===== src/rtl/cache_pkg.sv =====
// Shared types and width helpers for the direct-mapped write-through cache.
package cache_pkg;

   typedef enum logic [1:0] {
      C_IDLE  = 2'd0,
      C_FILL  = 2'd1,
      C_WRITE = 2'd2
   } state_t;

   function automatic int index_w(input int lines);
      return $clog2(lines);
   endfunction

   function automatic int tag_w(input int addr_w, input int lines);
      return addr_w - $clog2(lines);
   endfunction

endpackage


===== src/rtl/cache_array.sv =====
// Valid/tag/data storage: one combinational read port, one write port, bulk valid clear.
module cache_array
   import cache_pkg::*;
#(
   parameter int ADDR_W = 32,
   parameter int DATA_W = 32,
   parameter int LINES  = 16,
   localparam int INDEX_W = index_w(LINES),
   localparam int TAG_W   = tag_w(ADDR_W, LINES)
) (
   input  logic               clk,
   input  logic               rst_n,
   input  logic               clr,
   input  logic [INDEX_W-1:0] rd_idx,
   output logic               rd_valid,
   output logic [TAG_W-1:0]   rd_tag,
   output logic [DATA_W-1:0]  rd_data,
   input  logic               we,
   input  logic [INDEX_W-1:0] wr_idx,
   input  logic [TAG_W-1:0]   wr_tag,
   input  logic [DATA_W-1:0]  wr_data
);

   logic [LINES-1:0]  valid;
   logic [TAG_W-1:0]  tags  [LINES];
   logic [DATA_W-1:0] words [LINES];

   // Only valid bits carry reset state; tag/data are meaningless while invalid.
   always_ff @(posedge clk or negedge rst_n) begin
      if (!rst_n) begin
         valid <= '0;
      end else if (clr) begin
         valid <= '0;
      end else if (we) begin
         valid[wr_idx] <= 1'b1;
      end
   end

   always_ff @(posedge clk) begin
      if (we) begin
         tags[wr_idx]  <= wr_tag;
         words[wr_idx] <= wr_data;
      end
   end

   assign rd_valid = valid[rd_idx];
   assign rd_tag   = tags[rd_idx];
   assign rd_data  = words[rd_idx];

endmodule


===== src/rtl/cache_ctrl.sv =====
// Direct-mapped write-through cache controller: hit/miss lookup, fill and
// write-through FSM against a req/ack memory port, saturating statistics.
module cache_ctrl
   import cache_pkg::*;
#(
   parameter int ADDR_W = 32,
   parameter int DATA_W = 32,
   parameter int LINES  = 16,
   parameter int CNT_W  = 16
) (
   input  logic              clk,
   input  logic              rst_n,
   input  logic              req,
   input  logic              wr,
   input  logic [ADDR_W-1:0] addr,
   input  logic [DATA_W-1:0] data,
   input  logic              inv,
   output logic [DATA_W-1:0] q,
   output logic              ready,
   output logic              hit,
   output logic              busy,
   output logic              mem_req,
   output logic              mem_wr,
   output logic [ADDR_W-1:0] mem_addr,
   output logic [DATA_W-1:0] mem_wdata,
   input  logic [DATA_W-1:0] mem_rdata,
   input  logic              mem_ack,
   output logic [CNT_W-1:0]  hit_cnt,
   output logic [CNT_W-1:0]  miss_cnt
);

   localparam int INDEX_W = index_w(LINES);
   localparam int TAG_W   = tag_w(ADDR_W, LINES);

   function automatic logic [CNT_W-1:0] sat_inc(input logic [CNT_W-1:0] v);
      return (&v) ? v : v + CNT_W'(1);
   endfunction

   state_t              state, nxt;
   logic                rd_valid;
   logic [TAG_W-1:0]    rd_tag;
   logic [DATA_W-1:0]   rd_data;
   logic                lookup_hit;
   logic                arr_we, arr_clr;
   logic [INDEX_W-1:0]  arr_idx;
   logic [TAG_W-1:0]    arr_tag;
   logic [DATA_W-1:0]   arr_wdata;
   logic                start;
   logic                done, done_hit;
   logic [DATA_W-1:0]   done_q;
   logic                wr_hit;

   cache_array #(
      .ADDR_W (ADDR_W),
      .DATA_W (DATA_W),
      .LINES  (LINES)
   ) u_array (
      .clk      (clk),
      .rst_n    (rst_n),
      .clr      (arr_clr),
      .rd_idx   (addr[INDEX_W-1:0]),
      .rd_valid (rd_valid),
      .rd_tag   (rd_tag),
      .rd_data  (rd_data),
      .we       (arr_we),
      .wr_idx   (arr_idx),
      .wr_tag   (arr_tag),
      .wr_data  (arr_wdata)
   );

   assign lookup_hit = rd_valid && (rd_tag == addr[ADDR_W-1:INDEX_W]);

   always_ff @(posedge clk or negedge rst_n) begin
      if (!rst_n) state <= C_IDLE;
      else        state <= nxt;
   end

   always_comb begin
      nxt       = state;
      arr_we    = 1'b0;
      arr_clr   = 1'b0;
      arr_idx   = addr[INDEX_W-1:0];
      arr_tag   = addr[ADDR_W-1:INDEX_W];
      arr_wdata = data;
      start     = 1'b0;
      done      = 1'b0;
      done_hit  = 1'b0;
      done_q    = q;
      case (state)
         C_IDLE: begin
            // Invalidate takes priority; a coincident request is dropped.
            if (inv) begin
               arr_clr = 1'b1;
            end else if (req) begin
               if (wr) begin
                  arr_we = 1'b1;
                  start  = 1'b1;
                  nxt    = C_WRITE;
               end else if (!lookup_hit) begin
                  start = 1'b1;
                  nxt   = C_FILL;
               end else begin
                  done     = 1'b1;
                  done_hit = 1'b1;
                  done_q   = rd_data;
               end
            end
         end
         C_FILL: begin
            if (mem_ack) begin
               arr_we    = 1'b1;
               arr_idx   = mem_addr[INDEX_W-1:0];
               arr_tag   = mem_addr[ADDR_W-1:INDEX_W];
               arr_wdata = mem_rdata;
               done      = 1'b1;
               done_q    = mem_rdata;
               nxt       = C_IDLE;
            end
         end
         C_WRITE: begin
            if (mem_ack) begin
               done     = 1'b1;
               done_hit = wr_hit;
               nxt      = C_IDLE;
            end
         end
         default: nxt = C_IDLE;
      endcase
   end

   // Registered outputs, memory port latches and statistics.
   always_ff @(posedge clk or negedge rst_n) begin
      if (!rst_n) begin
         q         <= '0;
         ready     <= 1'b0;
         hit       <= 1'b0;
         busy      <= 1'b0;
         mem_req   <= 1'b0;
         mem_wr    <= 1'b0;
         mem_addr  <= '0;
         mem_wdata <= '0;
         wr_hit    <= 1'b0;
         hit_cnt   <= '0;
         miss_cnt  <= '0;
      end else begin
         ready <= done;
         busy  <= (nxt != C_IDLE);
         if (done) begin
            hit <= done_hit;
            q   <= done_q;
            if (done_hit) hit_cnt  <= sat_inc(hit_cnt);
            else          miss_cnt <= sat_inc(miss_cnt);
         end
         if (start) begin
            mem_req  <= 1'b1;
            mem_wr   <= wr;
            mem_addr <= addr;
            wr_hit   <= lookup_hit;
            if (wr) mem_wdata <= data;
         end else if (done && state != C_IDLE) begin
            mem_req <= 1'b0;
            mem_wr  <= 1'b0;
         end
      end
   end

endmodule


===== config.mk =====
export PLATFORM = sky130hd
export DESIGN_NAME = cache_ctrl
export DESIGN_NICKNAME = d
export VERILOG_FILES = /design/src/rtl/cache_pkg.sv /design/src/rtl/cache_array.sv /design/src/rtl/cache_ctrl.sv
export SDC_FILE = /design/constraint.sdc
export NUM_CORES = 1
export LEC_CHECK = 0
export CORE_MARGIN = 8
export CORE_UTILIZATION = 25
export CTS_CLUSTER_DIAMETER = 100
export CTS_CLUSTER_SIZE = 25
export DETAILED_ROUTE_END_ITERATION = 6
export GPL_TIMING_DRIVEN = 0
export PLACE_DENSITY = 0.46
export SLEW_MARGIN = 0
export SYNTH_ARGS = -nofsm -noshare
export SYNTH_HDL_FRONTEND = slang
export SYNTH_SLANG_ARGS = --single-unit

===== constraint.sdc =====
create_clock -name clk -period 10.8 [get_ports clk]
set_input_delay 1.62 -clock clk [delete_from_list [all_inputs] [get_ports clk]]
set_output_delay 1.62 -clock clk [all_outputs]
set_load 0.02 [all_outputs]

Word level (Yosys, flattened, before mapping)
Memory sizes are Yosys's and may differ from the RTL's.
Index checks and enable logic that the tools add are counted.
{ "op_classes": {"addsub": 2, "mul": 0, "div_mod_pow": 0, "n_lt_le_gt_ge": 3, "n_eq_ne": 8, "shift": 0, "n_mux": 48, "bitwise": 4, "n_reduce_logical": 16} }
{ "ops": {"columns": ["cell", "count"], "rows": [
  ["$mux 32", 7],
  ["$pmux 32 s2", 1],
  ["$mux 28", 2],
  ["$add 16x1->16 const B", 2],
  ["$mux 16", 2],
  ["$reduce_and 16->1", 2],
  ["$eq 28x28->1", 1],
  ["$mux 1", 23],
  ["$or 16x16->16", 1],
  ["$lt 4x5->1 const B", 2],
  ["$mux 2", 5],
  ["$ne 2x2->1 const B", 5],
  ["$reduce_bool 2->1", 5],
  ["$mux 4", 2],
  ["$reduce_and 7->1", 1],
  ["$pmux 1 s2", 3],
  ["$reduce_and 3->1", 2],
  ["$bmux 1 s4", 1],
  ["$demux 1 s4", 1],
  ["$ge 4x1->1 const B", 1],
  ["$pmux 2 s2", 1],
  ["$logic_and 1x1->1", 3],
  ["$not 1->1", 3],
  ["$eq 2x1->1 const B", 1],
  ["other kinds (4)", 4]
]} }
{ "totals": {"regBits": 152, "latchBits": 0, "ramBits": 960, "romBits": 0, "in_bits": 102, "n_memories": 2} }
{ "mem_list": {"columns": ["name", "depth", "width", "rd", "rd_clocked_by_memory_dff", "write_ports", "line", "text"], "rows": [
  ["u_array.words", 16, 32, 1, 0, 1, "cache_array.sv:26", "logic [DATA_W-1:0] words [LINES];"],
  ["u_array.tags", 16, 28, 1, 0, 1, "cache_array.sv:25", "logic [TAG_W-1:0] tags [LINES];"]
]} }

Depth between registers and ports, before layout
Gate-level depths: netlist (run 1).
{ "logic_depth": {"word_depth": 11, "depth_mapped": 17, "depth_no_buf": 10} }

Modules after synthesis
Synthesis (run 1) repeated with hierarchy kept, for this count alone.
{ "hier_totals": {"hier_cells": 2106, "hier_area_um2": 43804.5} }
{ "by_module_without_submodules": {"columns": ["mod", "instances", "cells_each", "area_each_um2", "seq_area_each_um2"], "rows": [
  ["cache_array", 1, 1554, 36676.4, 29228.0],
  ["cache_ctrl", 1, 552, 7128.1, 3403.3]
]} }

Least setup slack after synthesis (run 1)
Ideal clock, no wire load.
{ "synth_path": {"path_kind": "input port to flip-flop", "start": "input port addr[3]", "end": "memory u_array.tags[4][0] (netlist bit), enable pin", "t_arrival_ns": 6.004, "required_time_ns": 10.320, "setup_slack_ns": 4.316, "stages": 8, "n_path_buf": 5, "cell_sequence": "buf_2 > buf_2 > inv_1 > buf_2 > buf_1 > clkbuf_1 > a31oi_1 > nor2_1"} }
{ "synth_via": {"elab_chain_len": 2} }
{ "synth_lines": {"columns": ["item", "line", "text"], "rows": [
  ["from (decl)", "cache_ctrl.sv:15", "input logic [ADDR_W-1:0] addr,"],
  ["$mux 4", "cache_ctrl.sv:110", "if (mem_ack) begin"],
  ["$mux 4 (*)", "cache_ctrl.sv:89", "case (state)"],
  ["to (decl)", "cache_array.sv:25", null]
]} }
Every way passes the cells marked *; elsewhere a longest branch is shown, timed or not.

Worst setup path after layout (run 1)
{ "layout_path": {"start": "input port addr[1]", "end": "register hit_cnt[13]"} }
{ "layout_via": {"elab_chain_len": 9} }
{ "layout_lines": {"columns": ["item", "line", "text"], "rows": [
  ["$mem_v2 16x28 or $bmux 1 s4 (tied branches)", null, null],
  ["$eq 28x28->1 or $mux 1 (tied branches)", "cache_ctrl.sv:71, cache_array.sv:46", null],
  ["$logic_and 1x1->1 (*)", "cache_ctrl.sv:71", "assign lookup_hit = rd_valid && (rd_tag == addr[ADDR_W-1:INDEX_W]);"],
  ["$mux 1 (*)", "cache_ctrl.sv:99", "end else if (!lookup_hit) begin"],
  ["$mux 1 (*)", "cache_ctrl.sv:95", "if (wr) begin"],
  ["$mux 1 (*)", "cache_ctrl.sv:94", "end else if (req) begin"],
  ["$mux 1 (*)", "cache_ctrl.sv:92", "if (inv) begin"],
  ["$pmux 1 s2", "cache_ctrl.sv:89", null],
  ["$reduce_and 3->1 (no line) (*)", null, null],
  ["to (signal assigned)", "cache_ctrl.sv:151", "if (done_hit) hit_cnt <= sat_inc(hit_cnt);"],
  ["to (decl)", "cache_ctrl.sv:28", "output logic [CNT_W-1:0] hit_cnt,"]
]} }
Every way passes the cells marked *; elsewhere a longest branch is shown, timed or not. The select of a mux whose other input is x is not followed.
A chain may end at the register's enable or synchronous reset.

==> results of run 1 <==
==> power by group through the flow <==
stage          sequential (mW)  clock [mW]  combinational [mW]
3_5_place_dp              5.43           0                2.07
4_1_cts                   5.34        2.58                2.08
6_report                  5.33        2.51                2.01
3_3_place_gp              5.45           0                1.98
5_1_grt                   5.37        2.70                2.15
2_1_floorplan             5.59           0               0.841
==> routing by layer <==
metal | part of all wire, % | vias to the layer above | GRT usage, % | routed length (um)
met3 | 4.2 | 109 | 1.65 | 5690
met4 | 1.5 | 0 | 2.40 | 2020
li1 | - | 9402 | - | -
met5 | 0 | - | 0 | 0
met2 | 53 | 600 | 25.2 | 71300
met1 | 42 | 12400 | 17.5 | 56100
==> cell usage after synthesis (4+ instances only) <==
cell | instances | area share [%]
a211oi_1 | 5 | 0.085
a21oi_1 | 6 | 0.068
a22oi_1 | 15 | 0.25
a31oi_1 | 8 | 0.11
and2_1 | 4 | 0.057
and3_1 | 8 | 0.11
buf_1 | 24 | 0.20
buf_2 | 22 | 0.25
buf_4 | 13 | 0.22
buf_6 | 8 | 0.20
clkbuf_1 | 40 | 0.34
dfrtp_1 | 152 | 8.6
edfxtp_1 | 960 | 65
ha_1 | 6 | 0.17
inv_1 | 13 | 0.11
mux2_2 | 133 | 3.4
mux2_4 | 30 | 1.0
mux2i_1 | 69 | 1.6
mux4_2 | 261 | 13
nand2_1 | 134 | 1.1
nand2b_1 | 7 | 0.099
nand3_1 | 21 | 0.24
nand3b_1 | 5 | 0.085
nand4_1 | 8 | 0.11
nor2_1 | 35 | 0.30
nor2b_1 | 11 | 0.16
nor3_1 | 21 | 0.24
nor4_1 | 5 | 0.071
o21a_1 | 18 | 0.31
o21ai_0 | 12 | 0.14
o22ai_1 | 6 | 0.085
or3_1 | 8 | 0.11
xnor2_1 | 11 | 0.22
xor2_1 | 46 | 0.91
==> critical path: stages <==
cell and delay (ns):
buf_2 0.20, buf_4 0.26, buf_4 0.25, inv_1 0.33
buf_2 0.51, mux2i_1 0.32, mux2i_1 0.22, o2111ai_1 0.28
a2111oi_0 0.92, nand4_1 0.79, nor4_1 0.86, o21ai_0 0.41
clkbuf_1 0.34, nor3_1 0.34, xnor2_1 0.17
==> final timing paths <==
check                      cells after the start            end                from  slack (ns)
min in group asynchronous                      1     hit_cnt[7]               rst_n        0.83
setup / recovery                              15    hit_cnt[13]             addr[1]        3.56
setup reg to reg                              11    hit_cnt[13]  u_array.tags[8][4]        5.28
hold / removal                                 2  mem_wdata[27]       mem_wdata[27]        0.48
hold reg to reg                                2  mem_wdata[27]       mem_wdata[27]        0.48
max in group asynchronous                      2   mem_addr[16]               rst_n        8.94
==> logic make-up after synthesis <==
logic type,count (synthesis),synth area share (%)
fa+ha+maj,6,0.170
simple gates,277,2.91
buf+inv,121,1.36
compound gates,92,1.51
xor+xnor,57,1.13
mux,493,19.2
flops,1112,73.7
==> per-stage QoR <==
step | worst slack (ns) | area (um2) | power (mW)
after floorplan | 4.32 | 44300 | 6.43
after global placement | -1.80 | 49500 | 7.42
after detailed placement | 2.83 | 50800 | 7.50
after CTS | 3.62 | 52600 | 9.99
after global routing | 3.08 | 52600 | 10.2
final | 3.56 | 52600 | 9.84
==> area by class of cell <==
cell class                      instances  share of cell area, %
Sequential cell                      1112                   62.0
Multi-Input combinational cell        925                   21.2
Timing Repair Buffer                  284                   6.68
Tap cell                             2340                   5.56
Clock buffer                           89                   2.86
Buffer                                108                   1.06
Clock inverter                         15                  0.530
Inverter                               13                 0.0927
Antenna cell                            3                 0.0143
==> flip-flops by register name, indices dropped and copies added, names as in the netlist <==
register,cells
u_array.words,512
u_array.tags,448
mem_addr,32
mem_wdata,32
q,32
hit_cnt,16
miss_cnt,16
u_array.valid,16
state,2
busy,1
hit,1
mem_req,1
mem_wr,1
ready,1
wr_hit,1
==> out/qor.txt, run 1 <==
Synthesized Nets = 2266
cts repair resizes = 0
Fillers = 17100
Sink Count = 1112
final core occ = 29.9%
clock share of power = 25.5%
sw power = 2.84 mW
number of port buffers = 230
period utilization = 67.0%
number of synthesized flops with an enable pin = 960
Final Hold Fails = 0
ys async rst share = 13.7%
average size of a mapped cell = 20.5 um2
Logic pwr share = 20.4%
Die Y-Extent = 437 um
cells after synthesis = 2158
status = finished, final reports clean
data arrival time of the worst path = 7.88 ns
routed via count = 22500
Ys Warns = 0
first-pass GRT wire length = 189000 um
CTS tree = done
Routed Antenna Nets = 0
CP Class = input pin to flop
Period minus WS final = 7.24 ns
sequential area share after synthesis = 73.7%
commonest cells after routing, fill and taps aside = edfxtp_1, mux4_2, clkdlybuf4s50_1
FMAX = 0.138 GHz
DIE WIDTH = 437 um
flops & latches, synth = 1112
Max-slew headroom = 13.2%
final setup TNS = 0 ns
Pleak = 17.1 nW
switching part of the total power = 28.9%
Setup crit end kind = flop
Sequential Power Share = 54.1%
I/O pins = 235
post-synthesis cell area = 44300 um2
gr usage total = 13.7%
final setup vio count = 0
first-iteration detailed-routing DRC count = 2025
clock slew seen by the registers of the worst setup and hold paths = 0.10 ns
worst path required time = 11.44 ns
total congestion overflow = 0
Routability Congestion = 0.769
hold buffers post-CTS = 0
slew of the pin with the lowest slew margin = 1.30 ns
placed cell count = 4782
area delta synth->final = 18.9%
crit path launch type = input pin
fin cells = 4889
Max FO, Critical Path = 11
RSZ-0062 raised after global routing = no
Routed WL = 135000 um
largest net degree at the start of global routing = 90
vias per cell = 4.59
Yosys cell types = 55
clk buf depth = 3
commonest non-fill, non-tap cell in the layout = edfxtp_1
Slew Limit Fails = 0
hold slack = 0.484 ns
Rows = 154
Pwr Density = 187 nW/um2
drt pass-1 iters = 5
drt wl/cell = 27.6 um
vias in the first global route = 23900
postcts setup bufs = 0
initial antenna violation count = 5
worst-skew pair later-pin latency = 0.72 ns
Die ar. = 191000 um2
Final nets = 2607
Starting Density = 25.1%
CORE AREA = 176000 um2
clk_skew = 0.0519 ns
CTS Buf Count = 55
Max-Cap Viols = 0
Max rail drop VDD = 133 uV
Reg area = 32600 um2
Pint = 7.00 mW
H-tree depth = 2
most used flip-flop cell after synthesis = edfxtp_1
DRC Markers = 0
HPWL Detailed = 92100 um
Clock Tree Root = clkbuf_16
layout cells sized above 1 = 24.4%
area of the multi-input gates = 11200 um2
hold crit path type = flop to flop
Power figures use the tool's default switching activity.
==> run 2, diff against run 1 <==
- clock period: 10.8 -> 6.8 ns (I/O delays scaled with it)
==> run 2 against run 1 <==
  * Clock-buffer cell count is the same
  * Sequential share of layout area is essentially flat
  * Critical path type unchanged
  * Via count shrank 0.22%
  * Cell count is the same
  * Power grew 59%
  * Clock skew is essentially flat
  * First-iteration DRC count grew 3.5%
  * Highest routed layer unchanged
  * Hold slack lost 0.25 ns
  * Worst setup slack lost 3.2 ns
==> out/qor.txt, run 2 (synthesis results as in run 1) <==
layout cells sized above 1 = 24.4%
HPWL Detailed = 92100 um
gr usage total = 13.7%
drt wl/cell = 27.6 um
Pleak = 17.1 nW
routed via count = 22400
R2R depth = 11
Routed Antenna Nets = 0
area delta synth->final = 18.9%
final setup vio count = 0
H-tree depth = 2
Max rail drop VDD = 211 uV
vias per cell = 4.58
Routability Congestion = 0.769
drt pass-1 iters = 5
slew of the pin with the lowest slew margin = 1.31 ns
Slew Limit Fails = 0
crit path max-delay cell type = nor4_1
CP dominant cell by count = buf_4
commonest cells after routing, fill and taps aside = edfxtp_1, mux4_2, clkdlybuf4s50_1
hold crit path type = input pin to asynchronous set/reset pin
Reg area = 32600 um2
RSZ-0062 raised after global routing = no
Final nets = 2607
first-iteration detailed-routing DRC count = 2096
clk_skew = 0.0518 ns
CP peak stage delay = 0.84 ns
Biggest register = u_array.words
Clock Tree Root = clkbuf_16
number of port buffers = 230
FMAX = 0.156 GHz
Starting Density = 25.1%
Max FO, Critical Path = 10
CTS tree = done
DRC Markers = 0
Rows = 154
hold buffers post-CTS = 0
clock slew seen by the registers of the worst setup and hold paths = 0.10 ns
worst path required time = 7.44 ns
worst-skew pair later-pin latency = 0.73 ns
DIE WIDTH = 437 um
CORE AREA = 176000 um2
largest net degree at the start of global routing = 90
Fillers = 17100
status = finished, final reports clean
Regs by FF count = u_array.words x512, u_array.tags x448
Max-slew headroom = 12.5%
Max-Cap Viols = 0
period utilization = 94.0%
Sink Count = 1112
Period minus WS final = 6.39 ns
RR Startpoint = u_array.tags[0][14]
Final Hold Fails = 0
I/O pins = 235
first-pass GRT wire length = 189000 um
worst path cell trace = buf_4 > buf_4 > buf_2 > buf_4 > buf_2 > nor2_1 > mux2i_1 > o2111ai_1 > a2111oi_1 > nand4_1 > nor4_1 > o21ai_0 > clkbuf_1 > nor3_1 > xnor2_1
CTS Buf Count = 55
vias in the first global route = 23900
Routed WL = 135000 um
crit path launch type = input pin
RR Endpoint = hit_cnt[13]
final setup TNS = 0 ns
hold slack = 0.230 ns
Die Y-Extent = 437 um
Die ar. = 191000 um2
CP Class = input pin to flop
area of the multi-input gates = 11200 um2
cts repair resizes = 0
Pwr Density = 297 nW/um2
data arrival time of the worst path = 7.04 ns
register-to-register setup slack = 1.50 ns
Setup crit end kind = flop
max reg flops = 512
clk buf depth = 3
initial antenna violation count = 5
total congestion overflow = 0
postcts setup bufs = 0
commonest non-fill, non-tap cell in the layout = edfxtp_1
==> run 2: layout make-up <==
| class | count | area share [%] |
|---|---|---|
| Multi-Input combinational cell | 925 | 21.2 |
| Inverter | 13 | 0.0927 |
| Clock inverter | 15 | 0.530 |
| Buffer | 108 | 1.06 |
| Tap cell | 2340 | 5.56 |
| Sequential cell | 1112 | 62.0 |
| Antenna cell | 3 | 0.0143 |
| Timing Repair Buffer | 284 | 6.68 |
| Clock buffer | 89 | 2.86 |
==> run 2: how the worst max path moves through the flow <==
stage	startpoint	endpoint	slack [ns]
3_5_place_dp	addr[1]	hit_cnt[13]	-0.57
5_1_grt	addr[1]	hit_cnt[14]	0.06
4_1_cts	addr[1]	hit_cnt[13]	0.22
6_report	addr[0]	hit_cnt[13]	0.41
3_3_place_gp	addr[2]	u_array.tags[15][12]	-5.20
2_1_floorplan	addr[3]	u_array.tags[4][0]	0.92
==> run 2: metal layers <==
layer | track usage [%] | part of all wire, % | vias up
li1 | - | - | 9402
met1 | 17.5 | 41 | 12300
met2 | 25.2 | 53 | 621
met3 | 1.65 | 4.3 | 104
met4 | 2.40 | 1.5 | 0
met5 | 0 | 0 | -
==> run 2: worst max-delay path, delay by kind of cell <==
kind	cells	cell delay (ns)
buffers and inverters	6	2.16
AND/OR/NAND/NOR	4	2.01
AO/OA/AOI/OAI	3	1.47
XOR/XNOR	1	0.17
multiplexers	1	0.15
==> run 2: through the flow <==
stage	std cells	setup WS (ns)	utilization (%)	instance area, um2	total power, mW
2_1_floorplan	2158	0.916	-	44300	10.2
3_3_place_gp	4728	-5.20	28.1	49500	11.8
3_5_place_dp	4782	-0.568	28.9	50800	11.9
4_1_cts	4886	0.220	29.9	52600	15.9
5_1_grt	4887	0.0607	29.9	52600	16.2
6_report	4889	0.406	29.9	52600	15.6
==> run 2: power breakdown <==
group	total, mW	internal, mW	switching, mW
Clock	3.98	1.64	2.34
Sequential	8.47	8.17	0.299
Combinational	3.19	1.31	1.88
Total	15.6	11.1	4.51
==> run 3, diff against run 2 <==
- GPL_TIMING_DRIVEN: 0 -> unset
==> run 3 against run 2 <==
  * Global-route usage down 1.3 points
  * Utilization down 0.61 points
  * Power down 1.5%
  * Sequential power about the same
  * First-iteration DRC count down 16%
  * Clock skew up 0.015 ns
  * Critical path depth down 2
  * Sequential share of layout area up 1.3 points
  * Clock-buffer cell count up 2
  * Critical endpoint is now hit_cnt[15]
  * Largest cell class unchanged
  * Highest routed layer unchanged
==> out/qor.txt, run 3 (synthesis results as in run 1) <==
largest net degree at the start of global routing = 79
Biggest register = u_array.words
hold crit path type = input pin to asynchronous set/reset pin
Slew Limit Fails = 0
CORE AREA = 176000 um2
vias per cell = 4.49
CTS tree = done
cts repair resizes = 0
status = finished, final reports clean
Die ar. = 191000 um2
period utilization = 89.7%
data arrival time of the worst path = 6.76 ns
area delta synth->final = 16.5%
Pleak = 16.7 nW
gr usage total = 12.4%
CTS Buf Count = 55
hold buffers post-CTS = 0
Post-DP Area = 49800 um2
first-iteration detailed-routing DRC count = 1758
number of port buffers = 234
RR Endpoint = hit_cnt[15]
commonest cells after routing, fill and taps aside = edfxtp_1, mux4_2, clkdlybuf4s50_1
Sink Count = 1112
clk_skew = 0.0665 ns
first-pass GRT wire length = 175000 um
CP Class = input pin to flop
commonest non-fill, non-tap cell in the layout = edfxtp_1
Max-slew headroom = 20.4%
Setup crit end kind = flop
worst-skew pair later-pin latency = 0.73 ns
Rows = 154
crit path launch type = input pin
initial antenna violation count = 4
max reg flops = 512
clock slew seen by the registers of the worst setup and hold paths = 0.10 ns
Max-Cap Viols = 0
RR Startpoint = u_array.tags[15][6]
Fillers = 17200
Routability Congestion = 0.723
DRC Markers = 0
final setup TNS = 0 ns
DIE WIDTH = 437 um
worst path cell trace = clkbuf_8 > mux4_2 > mux2i_1 > mux2i_1 > o2111ai_1 > a2111oi_0 > nand4_1 > nor4_1 > buf_4 > o21ai_1 > buf_4 > nor4_1 > xor2_1
Final nets = 2518
Period minus WS final = 6.10 ns
crit path max-delay cell type = a2111oi_0
RSZ-0062 raised after global routing = no
vias in the first global route = 23400
drt pass-1 iters = 7
I/O pins = 235
postcts setup bufs = 0
Max FO, Critical Path = 74
layout cells sized above 1 = 24.3%
final design instance area without fill = 51600 um2
slew of the pin with the lowest slew margin = 1.16 ns
register-to-register setup slack = 1.47 ns
fin cells = 4801
worst path required time = 7.46 ns
Max rail drop VDD = 206 uV
CP peak stage delay = 0.94 ns
drt wl/cell = 25.5 um
HPWL Detailed = 72700 um
routed via count = 21500
Clock Tree Root = clkbuf_16
total congestion overflow = 0
H-tree depth = 2
Pwr Density = 299 nW/um2
Starting Density = 25.1%
placed cell count = 4693
FMAX = 0.164 GHz
Routed WL = 123000 um
Die Y-Extent = 437 um
Regs by FF count = u_array.words x512, u_array.tags x448
R2R depth = 12
Final Hold Fails = 0
clk buf depth = 3
Routed Antenna Nets = 0
final setup vio count = 0
[run 3: changes by cell type in the layout (fill, tap and decap cells not counted), sizes merged]
cell / before / now
bufinv: 1 / 0
inv: 19 / 18
diode: 3 / 4
clkbuf: 129 / 94
buf: 123 / 71
[run 3: layer usage]
layer | wire length, um | GRT usage, % | share of wire [%]
met2 | 64100 | 22.5 | 52
met4 | 2060 | 2.36 | 1.7
met3 | 4220 | 1.51 | 3.4
met5 | 0 | 0 | 0
met1 | 52300 | 16.1 | 43
[run 3: worst max-delay path: cells and delay by family]
| family | cells | cell delay, ns |
|---|---|---|
| AOI/OAI and AO/OA | 3 | 1.18 |
| and+or+nand+nor | 3 | 2.21 |
| xor gates and xnor gates | 1 | 0.17 |
| muxes | 3 | 0.97 |
| buffers and inverters | 3 | 1.06 |
[run 3: worst max path at each step]
| stage | cells after the start | start | slack, ns | end |
|---|---|---|---|---|
| after CTS | 13 | addr[2] | 0.66 | hit_cnt[15] |
| after global routing | 13 | addr[2] | 0.53 | hit_cnt[15] |
| after detailed placement | 13 | addr[2] | -0.15 | hit_cnt[15] |
| after floorplan | 8 | addr[3] | 0.92 | u_array.tags[4][0] |
| after global placement | 13 | addr[2] | -0.04 | hit_cnt[15] |
| final | 13 | addr[2] | 0.70 | hit_cnt[15] |
[run 3: area by class of cell]
class                      count  area, um2  area share (%)
antenna                        4       10.0          0.0194
timing repair buffer         303       3000            5.81
sequential                  1112      32600            63.3
tap                         2340       2930            5.68
inverter                      13       50.0          0.0971
clock buffer                  91       1510            2.93
multi-input combinational    925      11200            21.7
clock inverter                13        258           0.500
[run 3: report_power, final]
group / internal [mW] / switching (mW)
Clock: 1.61 / 2.31
Combinational: 1.26 / 1.74
Sequential: 8.17 / 0.315
[run 3: per-stage QoR]
stage / utilization, % / hold WS, ns / total power [mW] / worst slack (ns)
after floorplan: - / 0.459 / 10.2 / 0.916
after global placement: 28.3 / 0.457 / 11.7 / -0.0389
after detailed placement: 28.3 / 0.466 / 11.7 / -0.151
after CTS: 29.3 / 0.315 / 15.7 / 0.662
after global routing: 29.3 / 0.354 / 16.0 / 0.532
final: 29.3 / 0.333 / 15.4 / 0.698
